$ cat src/rtl/id_ex_stage_if.sv
// ID/EX stage bus: decode-side instruction fields, MEM/WB bypass sources and the
// registered ALU-side fields, with slave (stage) and master (driver) views.
interface id_ex_stage_if #(
    parameter int DATA_WIDTH = 32,
    parameter int FUNC_WIDTH = 5,
    parameter int REG_AW     = 5
);
    logic                  id_valid;
    logic                  id_ready;
    logic                  flush;
    logic [DATA_WIDTH-1:0] id_pc;
    logic [DATA_WIDTH-1:0] id_rs1_data;
    logic [DATA_WIDTH-1:0] id_rs2_data;
    logic [DATA_WIDTH-1:0] id_imm;
    logic [REG_AW-1:0]     id_rs1_addr;
    logic [REG_AW-1:0]     id_rs2_addr;
    logic [REG_AW-1:0]     id_rd_addr;
    logic                  id_reg_write;
    logic [FUNC_WIDTH-1:0] id_alu_ctrl;
    logic                  id_mux1_ctrl;
    logic                  id_mux2_ctrl;

    logic                  mem_reg_write;
    logic [REG_AW-1:0]     mem_rd_addr;
    logic [DATA_WIDTH-1:0] mem_data;
    logic                  wb_reg_write;
    logic [REG_AW-1:0]     wb_rd_addr;
    logic [DATA_WIDTH-1:0] wb_data;

    logic                  ex_ready;
    logic                  ex_valid;
    logic [DATA_WIDTH-1:0] ex_pc;
    logic [DATA_WIDTH-1:0] ex_rs1;
    logic [DATA_WIDTH-1:0] ex_rs2;
    logic [DATA_WIDTH-1:0] ex_imm;
    logic [FUNC_WIDTH-1:0] ex_alu_ctrl;
    logic                  ex_mux1_ctrl;
    logic                  ex_mux2_ctrl;
    logic                  ex_reg_write;
    logic [REG_AW-1:0]     ex_rd_addr;
    logic [REG_AW-1:0]     ex_rs1_addr;
    logic [REG_AW-1:0]     ex_rs2_addr;

    modport slave (
        input  id_valid, flush, id_pc, id_rs1_data, id_rs2_data, id_imm,
               id_rs1_addr, id_rs2_addr, id_rd_addr, id_reg_write,
               id_alu_ctrl, id_mux1_ctrl, id_mux2_ctrl,
               mem_reg_write, mem_rd_addr, mem_data,
               wb_reg_write, wb_rd_addr, wb_data, ex_ready,
        output id_ready, ex_valid, ex_pc, ex_rs1, ex_rs2, ex_imm, ex_alu_ctrl,
               ex_mux1_ctrl, ex_mux2_ctrl, ex_reg_write, ex_rd_addr,
               ex_rs1_addr, ex_rs2_addr
    );

    modport master (
        output id_valid, flush, id_pc, id_rs1_data, id_rs2_data, id_imm,
               id_rs1_addr, id_rs2_addr, id_rd_addr, id_reg_write,
               id_alu_ctrl, id_mux1_ctrl, id_mux2_ctrl,
               mem_reg_write, mem_rd_addr, mem_data,
               wb_reg_write, wb_rd_addr, wb_data, ex_ready,
        input  id_ready, ex_valid, ex_pc, ex_rs1, ex_rs2, ex_imm, ex_alu_ctrl,
               ex_mux1_ctrl, ex_mux2_ctrl, ex_reg_write, ex_rd_addr,
               ex_rs1_addr, ex_rs2_addr
    );
endinterface

$ cat src/rtl/id_ex_stage.sv
// ID/EX pipeline register feeding the ALU; latency 1 cycle, full throughput on drain+accept.
// Backpressure: id_ready = !ex_valid | ex_ready; flush squashes held and incoming work.
// Define ID_EX_FWD_EN to bypass MEM/WB results into operands at capture and while stalled.
module id_ex_stage #(
    parameter int DATA_WIDTH = 32,
    parameter int FUNC_WIDTH = 5,
    parameter int REG_AW     = 5
) (
    input  logic          clk,
    input  logic          rst_n,
    id_ex_stage_if.slave  bus
);

    logic                  accept;
    logic [DATA_WIDTH-1:0] cap_rs1;
    logic [DATA_WIDTH-1:0] cap_rs2;
    logic [DATA_WIDTH-1:0] hold_rs1;
    logic [DATA_WIDTH-1:0] hold_rs2;

    assign bus.id_ready = !bus.ex_valid || bus.ex_ready;
    assign accept       = bus.id_valid && bus.id_ready && !bus.flush;

`ifdef ID_EX_FWD_EN
    // MEM is the younger producer, so it wins over WB; x0 is hardwired and never bypassed.
    function automatic logic [DATA_WIDTH-1:0] fwd_sel(
        input logic [REG_AW-1:0]     rs,
        input logic [DATA_WIDTH-1:0] src,
        input logic                  m_we,
        input logic [REG_AW-1:0]     m_rd,
        input logic [DATA_WIDTH-1:0] m_dat,
        input logic                  w_we,
        input logic [REG_AW-1:0]     w_rd,
        input logic [DATA_WIDTH-1:0] w_dat
    );
        logic [DATA_WIDTH-1:0] res;
        res = src;
        if (rs != '0) begin
            if (m_we && m_rd == rs)
                res = m_dat;
            else if (w_we && w_rd == rs)
                res = w_dat;
        end
        return res;
    endfunction

    assign cap_rs1  = fwd_sel(bus.id_rs1_addr, bus.id_rs1_data,
                              bus.mem_reg_write, bus.mem_rd_addr, bus.mem_data,
                              bus.wb_reg_write, bus.wb_rd_addr, bus.wb_data);
    assign cap_rs2  = fwd_sel(bus.id_rs2_addr, bus.id_rs2_data,
                              bus.mem_reg_write, bus.mem_rd_addr, bus.mem_data,
                              bus.wb_reg_write, bus.wb_rd_addr, bus.wb_data);
    assign hold_rs1 = fwd_sel(bus.ex_rs1_addr, bus.ex_rs1,
                              bus.mem_reg_write, bus.mem_rd_addr, bus.mem_data,
                              bus.wb_reg_write, bus.wb_rd_addr, bus.wb_data);
    assign hold_rs2 = fwd_sel(bus.ex_rs2_addr, bus.ex_rs2,
                              bus.mem_reg_write, bus.mem_rd_addr, bus.mem_data,
                              bus.wb_reg_write, bus.wb_rd_addr, bus.wb_data);
`else
    logic unused_fwd;
    assign unused_fwd = ^{bus.mem_reg_write, bus.mem_rd_addr, bus.mem_data,
                          bus.wb_reg_write, bus.wb_rd_addr, bus.wb_data};
    assign cap_rs1  = bus.id_rs1_data;
    assign cap_rs2  = bus.id_rs2_data;
    assign hold_rs1 = bus.ex_rs1;
    assign hold_rs2 = bus.ex_rs2;
`endif

    always_ff @(posedge clk or negedge rst_n) begin
        if (!rst_n) begin
            bus.ex_valid     <= 1'b0;
            bus.ex_pc        <= '0;
            bus.ex_rs1       <= '0;
            bus.ex_rs2       <= '0;
            bus.ex_imm       <= '0;
            bus.ex_alu_ctrl  <= '0;
            bus.ex_mux1_ctrl <= 1'b0;
            bus.ex_mux2_ctrl <= 1'b0;
            bus.ex_reg_write <= 1'b0;
            bus.ex_rd_addr   <= '0;
            bus.ex_rs1_addr  <= '0;
            bus.ex_rs2_addr  <= '0;
        end else if (bus.flush) begin
            // Clearing reg_write too keeps a squashed slot from looking like a producer.
            bus.ex_valid     <= 1'b0;
            bus.ex_reg_write <= 1'b0;
        end else if (accept) begin
            bus.ex_valid     <= 1'b1;
            bus.ex_pc        <= bus.id_pc;
            bus.ex_rs1       <= cap_rs1;
            bus.ex_rs2       <= cap_rs2;
            bus.ex_imm       <= bus.id_imm;
            bus.ex_alu_ctrl  <= bus.id_alu_ctrl;
            bus.ex_mux1_ctrl <= bus.id_mux1_ctrl;
            bus.ex_mux2_ctrl <= bus.id_mux2_ctrl;
            bus.ex_reg_write <= bus.id_reg_write;
            bus.ex_rd_addr   <= bus.id_rd_addr;
            bus.ex_rs1_addr  <= bus.id_rs1_addr;
            bus.ex_rs2_addr  <= bus.id_rs2_addr;
        end else if (bus.ex_valid && bus.ex_ready) begin
            bus.ex_valid <= 1'b0;
        end else if (bus.ex_valid) begin
            bus.ex_rs1 <= hold_rs1;
            bus.ex_rs2 <= hold_rs2;
        end
    end

endmodule

$ cat src/flat_wrapper.sv
// flat-port wrapper written by rule: the top's interface ports become plain ports
module id_ex_stage_flat 
#(
    parameter int DATA_WIDTH = 32,
    parameter int FUNC_WIDTH = 5,
    parameter int REG_AW     = 5
)
  (clk, rst_n, bus_id_valid, bus_flush, bus_id_pc, bus_id_rs1_data, bus_id_rs2_data, bus_id_imm, bus_id_rs1_addr, bus_id_rs2_addr, bus_id_rd_addr, bus_id_reg_write, bus_id_alu_ctrl, bus_id_mux1_ctrl, bus_id_mux2_ctrl, bus_mem_reg_write, bus_mem_rd_addr, bus_mem_data, bus_wb_reg_write, bus_wb_rd_addr, bus_wb_data, bus_ex_ready, bus_id_ready, bus_ex_valid, bus_ex_pc, bus_ex_rs1, bus_ex_rs2, bus_ex_imm, bus_ex_alu_ctrl, bus_ex_mux1_ctrl, bus_ex_mux2_ctrl, bus_ex_reg_write, bus_ex_rd_addr, bus_ex_rs1_addr, bus_ex_rs2_addr);
  id_ex_stage_if #(.DATA_WIDTH(DATA_WIDTH), .FUNC_WIDTH(FUNC_WIDTH), .REG_AW(REG_AW)) bus_i ();
  input  logic clk;
  input  logic rst_n;
  input wire logic [$bits(bus_i.id_valid)-1:0] bus_id_valid;
  input wire logic [$bits(bus_i.flush)-1:0] bus_flush;
  input wire logic [$bits(bus_i.id_pc)-1:0] bus_id_pc;
  input wire logic [$bits(bus_i.id_rs1_data)-1:0] bus_id_rs1_data;
  input wire logic [$bits(bus_i.id_rs2_data)-1:0] bus_id_rs2_data;
  input wire logic [$bits(bus_i.id_imm)-1:0] bus_id_imm;
  input wire logic [$bits(bus_i.id_rs1_addr)-1:0] bus_id_rs1_addr;
  input wire logic [$bits(bus_i.id_rs2_addr)-1:0] bus_id_rs2_addr;
  input wire logic [$bits(bus_i.id_rd_addr)-1:0] bus_id_rd_addr;
  input wire logic [$bits(bus_i.id_reg_write)-1:0] bus_id_reg_write;
  input wire logic [$bits(bus_i.id_alu_ctrl)-1:0] bus_id_alu_ctrl;
  input wire logic [$bits(bus_i.id_mux1_ctrl)-1:0] bus_id_mux1_ctrl;
  input wire logic [$bits(bus_i.id_mux2_ctrl)-1:0] bus_id_mux2_ctrl;
  input wire logic [$bits(bus_i.mem_reg_write)-1:0] bus_mem_reg_write;
  input wire logic [$bits(bus_i.mem_rd_addr)-1:0] bus_mem_rd_addr;
  input wire logic [$bits(bus_i.mem_data)-1:0] bus_mem_data;
  input wire logic [$bits(bus_i.wb_reg_write)-1:0] bus_wb_reg_write;
  input wire logic [$bits(bus_i.wb_rd_addr)-1:0] bus_wb_rd_addr;
  input wire logic [$bits(bus_i.wb_data)-1:0] bus_wb_data;
  input wire logic [$bits(bus_i.ex_ready)-1:0] bus_ex_ready;
  output wire logic [$bits(bus_i.id_ready)-1:0] bus_id_ready;
  output wire logic [$bits(bus_i.ex_valid)-1:0] bus_ex_valid;
  output wire logic [$bits(bus_i.ex_pc)-1:0] bus_ex_pc;
  output wire logic [$bits(bus_i.ex_rs1)-1:0] bus_ex_rs1;
  output wire logic [$bits(bus_i.ex_rs2)-1:0] bus_ex_rs2;
  output wire logic [$bits(bus_i.ex_imm)-1:0] bus_ex_imm;
  output wire logic [$bits(bus_i.ex_alu_ctrl)-1:0] bus_ex_alu_ctrl;
  output wire logic [$bits(bus_i.ex_mux1_ctrl)-1:0] bus_ex_mux1_ctrl;
  output wire logic [$bits(bus_i.ex_mux2_ctrl)-1:0] bus_ex_mux2_ctrl;
  output wire logic [$bits(bus_i.ex_reg_write)-1:0] bus_ex_reg_write;
  output wire logic [$bits(bus_i.ex_rd_addr)-1:0] bus_ex_rd_addr;
  output wire logic [$bits(bus_i.ex_rs1_addr)-1:0] bus_ex_rs1_addr;
  output wire logic [$bits(bus_i.ex_rs2_addr)-1:0] bus_ex_rs2_addr;
  assign bus_i.id_valid = bus_id_valid;
  assign bus_i.flush = bus_flush;
  assign bus_i.id_pc = bus_id_pc;
  assign bus_i.id_rs1_data = bus_id_rs1_data;
  assign bus_i.id_rs2_data = bus_id_rs2_data;
  assign bus_i.id_imm = bus_id_imm;
  assign bus_i.id_rs1_addr = bus_id_rs1_addr;
  assign bus_i.id_rs2_addr = bus_id_rs2_addr;
  assign bus_i.id_rd_addr = bus_id_rd_addr;
  assign bus_i.id_reg_write = bus_id_reg_write;
  assign bus_i.id_alu_ctrl = bus_id_alu_ctrl;
  assign bus_i.id_mux1_ctrl = bus_id_mux1_ctrl;
  assign bus_i.id_mux2_ctrl = bus_id_mux2_ctrl;
  assign bus_i.mem_reg_write = bus_mem_reg_write;
  assign bus_i.mem_rd_addr = bus_mem_rd_addr;
  assign bus_i.mem_data = bus_mem_data;
  assign bus_i.wb_reg_write = bus_wb_reg_write;
  assign bus_i.wb_rd_addr = bus_wb_rd_addr;
  assign bus_i.wb_data = bus_wb_data;
  assign bus_i.ex_ready = bus_ex_ready;
  assign bus_id_ready = bus_i.id_ready;
  assign bus_ex_valid = bus_i.ex_valid;
  assign bus_ex_pc = bus_i.ex_pc;
  assign bus_ex_rs1 = bus_i.ex_rs1;
  assign bus_ex_rs2 = bus_i.ex_rs2;
  assign bus_ex_imm = bus_i.ex_imm;
  assign bus_ex_alu_ctrl = bus_i.ex_alu_ctrl;
  assign bus_ex_mux1_ctrl = bus_i.ex_mux1_ctrl;
  assign bus_ex_mux2_ctrl = bus_i.ex_mux2_ctrl;
  assign bus_ex_reg_write = bus_i.ex_reg_write;
  assign bus_ex_rd_addr = bus_i.ex_rd_addr;
  assign bus_ex_rs1_addr = bus_i.ex_rs1_addr;
  assign bus_ex_rs2_addr = bus_i.ex_rs2_addr;
  id_ex_stage #(.DATA_WIDTH(DATA_WIDTH), .FUNC_WIDTH(FUNC_WIDTH), .REG_AW(REG_AW)) u_core (.clk(clk), .rst_n(rst_n), .bus(bus_i));
endmodule
$ cat config.mk
export PLATFORM = sky130hd
export DESIGN_NAME = id_ex_stage_flat
export DESIGN_NICKNAME = d
export VERILOG_FILES = /design/src/rtl/id_ex_stage_if.sv /design/src/rtl/id_ex_stage.sv /design/src/flat_wrapper.sv
export SDC_FILE = /design/constraint.sdc
export NUM_CORES = 1
export LEC_CHECK = 0
export ABC_AREA = 1
export ABC_CLOCK_PERIOD_IN_PS = 1100
export CAP_MARGIN = 20
export CORE_AREA = 4 4 145 147
export CTS_CLUSTER_SIZE = 8
export DETAILED_ROUTE_END_ITERATION = 10
export DIE_AREA = 0 0 149 151
export GPL_TIMING_DRIVEN = 0
export PLACE_DENSITY = 0.73
export SLEW_MARGIN = 20
export SYNTH_ARGS = -nofsm -noshare
export SYNTH_HDL_FRONTEND = slang
export SYNTH_SLANG_ARGS = --single-unit
export TNS_END_PERCENT = 100
$ cat constraint.sdc
create_clock -name clk -period 1.1 [get_ports clk]
set_input_delay 0.165 -clock clk [delete_from_list [all_inputs] [get_ports clk]]
set_output_delay 0.165 -clock clk [all_outputs]
set_load 0.005 [all_outputs]
== Yosys cells after proc, flatten, opt, wreduce, memory -nomap -nowiden ==
Cells that the tools add are included.
Cells by class
  divide/modulo/power cells: 0
  multiply operators: 0
  bitwise logic cells: 1
  equality and inequality tests: 0
  $lt $le $gt $ge: 0
  reductions and logical operators: 9
  mux-type cells: 5
  shift-type cells: 0
  $add $sub $neg: 0
Operators by type and width (count)
  1-bit two-way mux: 5
  1-bit logical AND: 3
  3-bit nonzero test: 1
  1-bit logical NOT: 2
  2-bit AND reduction: 1
  2-bit nonzero test: 1
  1-bit logical OR: 1
  1-bit NOT: 1
Storage, ports and cells
  ROM bits: 0
  input port bits: 232
  flip-flop bits (word level): 152
  RAM bits: 0
  memories: 0
  output and inout bits: 153
  bits in latches: 0

== Depth between registers and ports, before layout ==
Gate-level depths: netlist of run 1.
  depth in word-level cells: 6
  mapped depth: 7
  mapped depth without buffers: 5

== Least setup slack after synthesis of run 1 ==
Ideal clock, no wire load.
  path kind: register -> register
  start: register u_core.bus.ex_valid
  end: register u_core.bus.ex_pc[27]
  cell stages (with the launch flop): 7
  arrival: 0.980 ns
  setup slack: 0.003 ns
  path buffers: 2
  data required time: 0.983 ns
  cell sequence: dfrtp_1 > nand2_1 > nand3_2 > buf_4 > buf_2 > nand2_1 > nand2_1
Between the ends
  word-level cells in the longest chain between the ends: 5
RTL lines
  start: declaration: line id_ex_stage_if.sv:50  | output id_ready, ex_valid, ex_pc, ex_rs1, ex_rs2, ex_imm, ex_alu_ctrl,
  start signal: assignment: line id_ex_stage.sv:70  | bus.ex_valid <= 1'b0;
  start signal: assignment: line id_ex_stage.sv:84  | bus.ex_valid <= 1'b0;
  start signal: assignment: line id_ex_stage.sv:87  | bus.ex_valid <= 1'b1;
  1-bit logical NOT: line id_ex_stage.sv:20  | assign bus.id_ready = !bus.ex_valid || bus.ex_ready;
  1-bit logical OR: line id_ex_stage.sv:20
  1-bit logical AND (2 in a row): line id_ex_stage.sv:21  | assign accept = bus.id_valid && bus.id_ready && !bus.flush;
  2-bit AND reduction (no line)
  end signal: assignment: line id_ex_stage.sv:88  | bus.ex_pc <= bus.id_pc;
  end: declaration: line id_ex_stage_if.sv:50
No other way between the ends.
A chain may end at the register's enable or synchronous reset.

== Worst setup path in the final report of run 1 ==
  start: register u_core.bus.ex_valid
  end: output port bus_id_ready
Between the ends
  word-level cells in the longest chain between the ends: 2
RTL lines
  1-bit logical NOT: line id_ex_stage.sv:20
  1-bit logical OR: line id_ex_stage.sv:20
  end: declaration: line flat_wrapper.sv:32  | output wire logic [$bits(bus_i.id_ready)-1:0] bus_id_ready;
No other way between the ends.

==> reports/results.ini, run 1 <==
[floorplan]
pin_count=385
start_util_pct=31.5
die_h_um=151
rows=52
die_w_um=149
core-area_um2=19900
die_area_um2=22500

[global_routing]
use_met3_pct=7.60
grt_remaining_overflow=0
grt.busiest_layer=met2
grt_pass1_wl_um=35100
grt_use_total_pct=20.0
grt_pass1_vias=6279
grt_antenna_before_repair=1
grtUsageMet2_pct=33.7
grtUsageMet1_pct=24.5
grt_max_degree=78

[synthesis]
avgSynthCellArea_um2=9.26
synth-adder-area-share_pct=0
yosysTopAreaCell=dfrtp_1
yosys_warnings=0
syn_area_um2=6280
synth.distinct_cells=13
synthCells=678
synth_simple_gate_area_share_pct=33.4
syn_nets=910
synth_top_cell_area_share_pct=60.6
synth_mux_area_share_pct=0
synth_top_family_by_area=simple AND/OR/NAND/NOR gates
synthXorXnorAreaFrac_pct=0
yosys-top-cells-area=dfrtp_1 61%, nand2_1 18%, nand4_1 15%, buf_2 2.7%, buf_6 1.3%
synth_compound_area_share_pct=0.0797
ys_seq_elements=152
ys_seq_area_share_pct=60.6

[power_and_ir_drop]
ir_drop_mv=0.923
p_leak_nw=5.76
internal_power_mw=13.2
p_clk_share_pct=38.9
powerDensity_nw_per_um2=1620
netSwitchingFraction_pct=25.8
power_frac_comb_pct=22.7
sequentialPowerShare_pct=38.4
switchingPower_mw=4.59

[run_status]
violations=negative hold slack, negative setup slack
status=finished, violations left

[clocking]
h-tree-depth=4
clk_latency_ps=410
root_buffer=clkbuf_16
numCtsBuffers=17
clk_pin_slew_ps=60
clock_sinks=152
cts_tree=built
clk_path_buf_depth=2

[timing]
maxSlewHeadroom_pct=58.6
drv_slew=0
fmax_mhz=748
setup_viol=165
setup_tns_ps=-24870
fin_skew_ps=8.01
min_period_ps=1340
rsz0062_at_grt=yes
layout_setup_ws_ps=-237
fin_crit_sh_pct=122
hold_ws_ps=-300
finalHoldViolations=75
worstMarginPinSlew_ps=621

[hold_path]
hold_path.class=input port to async pin

[route]
vias=6607
dr.pass1.iters=5
via_per_inst=4.76
drt_wl_total_um=24600
antenna_left=0
drt_iter0_markers=290
drc=0
wire_per_inst_um=17.7

[setup_path]
arrival_ps=1170
path_max_fanout=2
cp-start-kind=flop
path_class=flop to output port
crit_required_ps=940
end_kind=output port

[placement]
io_buffers=307
gp_congestion=0.814
dp_hpwl_um=16700

[final_layout]
final_util_pct=55.0
layout-drive-gt1-share_pct=31.2
fillers=1856
nNetsFinal=1338
syn2layout_area_growth_pct=74.6
diodes=0

[job]
maxCapViolCount=0

==> cell families after synthesis <==
kind of cell,after synthesis
AOI/OAI and AO/OA,1
DFF,152
and+or+nand+nor,456
buffers and inverters,69
==> power by group through the flow <==
| stage | clock (mW) | sequential [mW] | combinational [mW] |
|---|---|---|---|
| floorplan | 0 | 6.98 | 1.01 |
| global placement | 0 | 6.93 | 3.80 |
| detailed placement | 0 | 6.93 | 3.86 |
| CTS | 7.04 | 6.81 | 3.55 |
| global route | 7.34 | 6.91 | 4.41 |
| finish | 6.93 | 6.83 | 4.04 |
==> synthesized netlist by cell type (all sizes together) <==
cell type  number
inv             3
dfrtp         152
clkbuf         16
nand3           2
buf            50
nand2         303
a21oi           1
nand4         151
==> per-layer routing <==
metal  vias up  wire (µm)
met5         -         13
met4         2        418
met3        26       2390
met2       266      11900
met1      3154       9870
li1       3159          -
==> final timing paths <==
| check | slack, ps | from | to | depth (start not counted) |
|---|---|---|---|---|
| min in group clk | 310 | bus_id_pc[25] | u_core.bus.ex_pc[25] | 3 |
| max reg2reg | -230 | u_core.bus.ex_valid | u_core.bus.ex_imm[18] | 7 |
| max in group asynchronous | 600 | rst_n | u_core.bus.ex_alu_ctrl[2] | 2 |
| min reg2reg | 470 | u_core.bus.ex_imm[16] | u_core.bus.ex_imm[16] | 2 |
| min | -300 | rst_n | u_core.bus.ex_rs2[7] | 1 |
| max | -240 | u_core.bus.ex_valid | bus_id_ready | 4 |
==> what timing repair did <==
| item | in CTS | in global routing |
|---|---|---|
| pin swaps | 27 | 9 |
| hold endpoints to repair | 75 | 75 |
| resized for setup | 683 | 26 |
| setup buffers | 42 | 49 |
| cloned | 1 | 9 |
| endpoints found under the setup margin | 305 | 305 |
==> final cells by class <==
class / count / area (µm²) / area share [%]
Sequential cell: 152 / 3800 / 34.7
Timing Repair Buffer: 409 / 3370 / 30.8
Multi-Input combinational cell: 457 / 2140 / 19.6
Buffer: 66 / 602 / 5.49
Clock buffer: 19 / 443 / 4.04
Tap cell: 270 / 338 / 3.08
Clock inverter: 11 / 245 / 2.24
Inverter: 3 / 11.3 / 0.103
==> flip-flops by register name, summed over array words and instances (netlist names) <==
| name | cells |
|---|---|
| u_core.bus.ex_rs2_addr | 5 |
| u_core.bus.ex_rs2 | 32 |
| u_core.bus.ex_reg_write | 1 |
| u_core.bus.ex_rs1 | 32 |
| u_core.bus.ex_valid | 1 |
| u_core.bus.ex_alu_ctrl | 5 |
| u_core.bus.ex_imm | 32 |
| u_core.bus.ex_mux1_ctrl | 1 |
| u_core.bus.ex_pc | 32 |
| u_core.bus.ex_rd_addr | 5 |
| u_core.bus.ex_rs1_addr | 5 |
| u_core.bus.ex_mux2_ctrl | 1 |
==> worst max-delay path, cell delays in order, from the launching register on <==
cell     delay, ps
dfrtp_1        360
nand2_2         70
buf_6          130
buf_6          110
buf_6          100
==> through the flow <==
step / cells / cell area (µm²) / power [mW] / worst slack (ps)
2_1_floorplan: 678 / 6280 / 7.99 / 2.61
3_3_place_gp: 1255 / 9690 / 10.7 / -6480
3_5_place_dp: 1256 / 9720 / 10.8 / -796
4_1_cts: 1329 / 10300 / 17.4 / -250
5_1_grt: 1387 / 11000 / 18.6 / -307
6_report: 1387 / 11000 / 17.8 / -237
==> cells in the final DEF, fill, tap and decap left out <==
master,n
clkbuf_8,1
bufinv_16,7
nand2_4,1
buf_4,94
dlygate4sd2_1,1
clkbuf_4,2
nand3_4,1
nand2_1,298
inv_6,1
clkbuf_16,27
clkinv_4,3
clkdlybuf4s50_1,153
nand2_2,4
a21oi_4,1
buf_8,13
buf_6,17
buf_16,2
inv_1,2
clkbuf_1,11
buf_1,1
clkbuf_2,3
inv_2,1
buf_12,8
dfrtp_1,152
nand4_1,151
nand3_2,1
buf_2,161
(Power assumes the default switching activity.)
==> inputs of run 2 (changes only) <==
Settings changed: CAP_MARGIN 20 to 15.
==> results of run 2 <==
Same layout as run 1: the final DEF is identical, and so are final timing and power.
==> inputs of run 3 (changes only) <==
Settings changed: GPL_ROUTABILITY_DRIVEN set to 0, SLEW_MARGIN 20 to 5.
==> results of run 3 <==
Same layout as run 1: the final DEF is identical, and so are final timing and power.
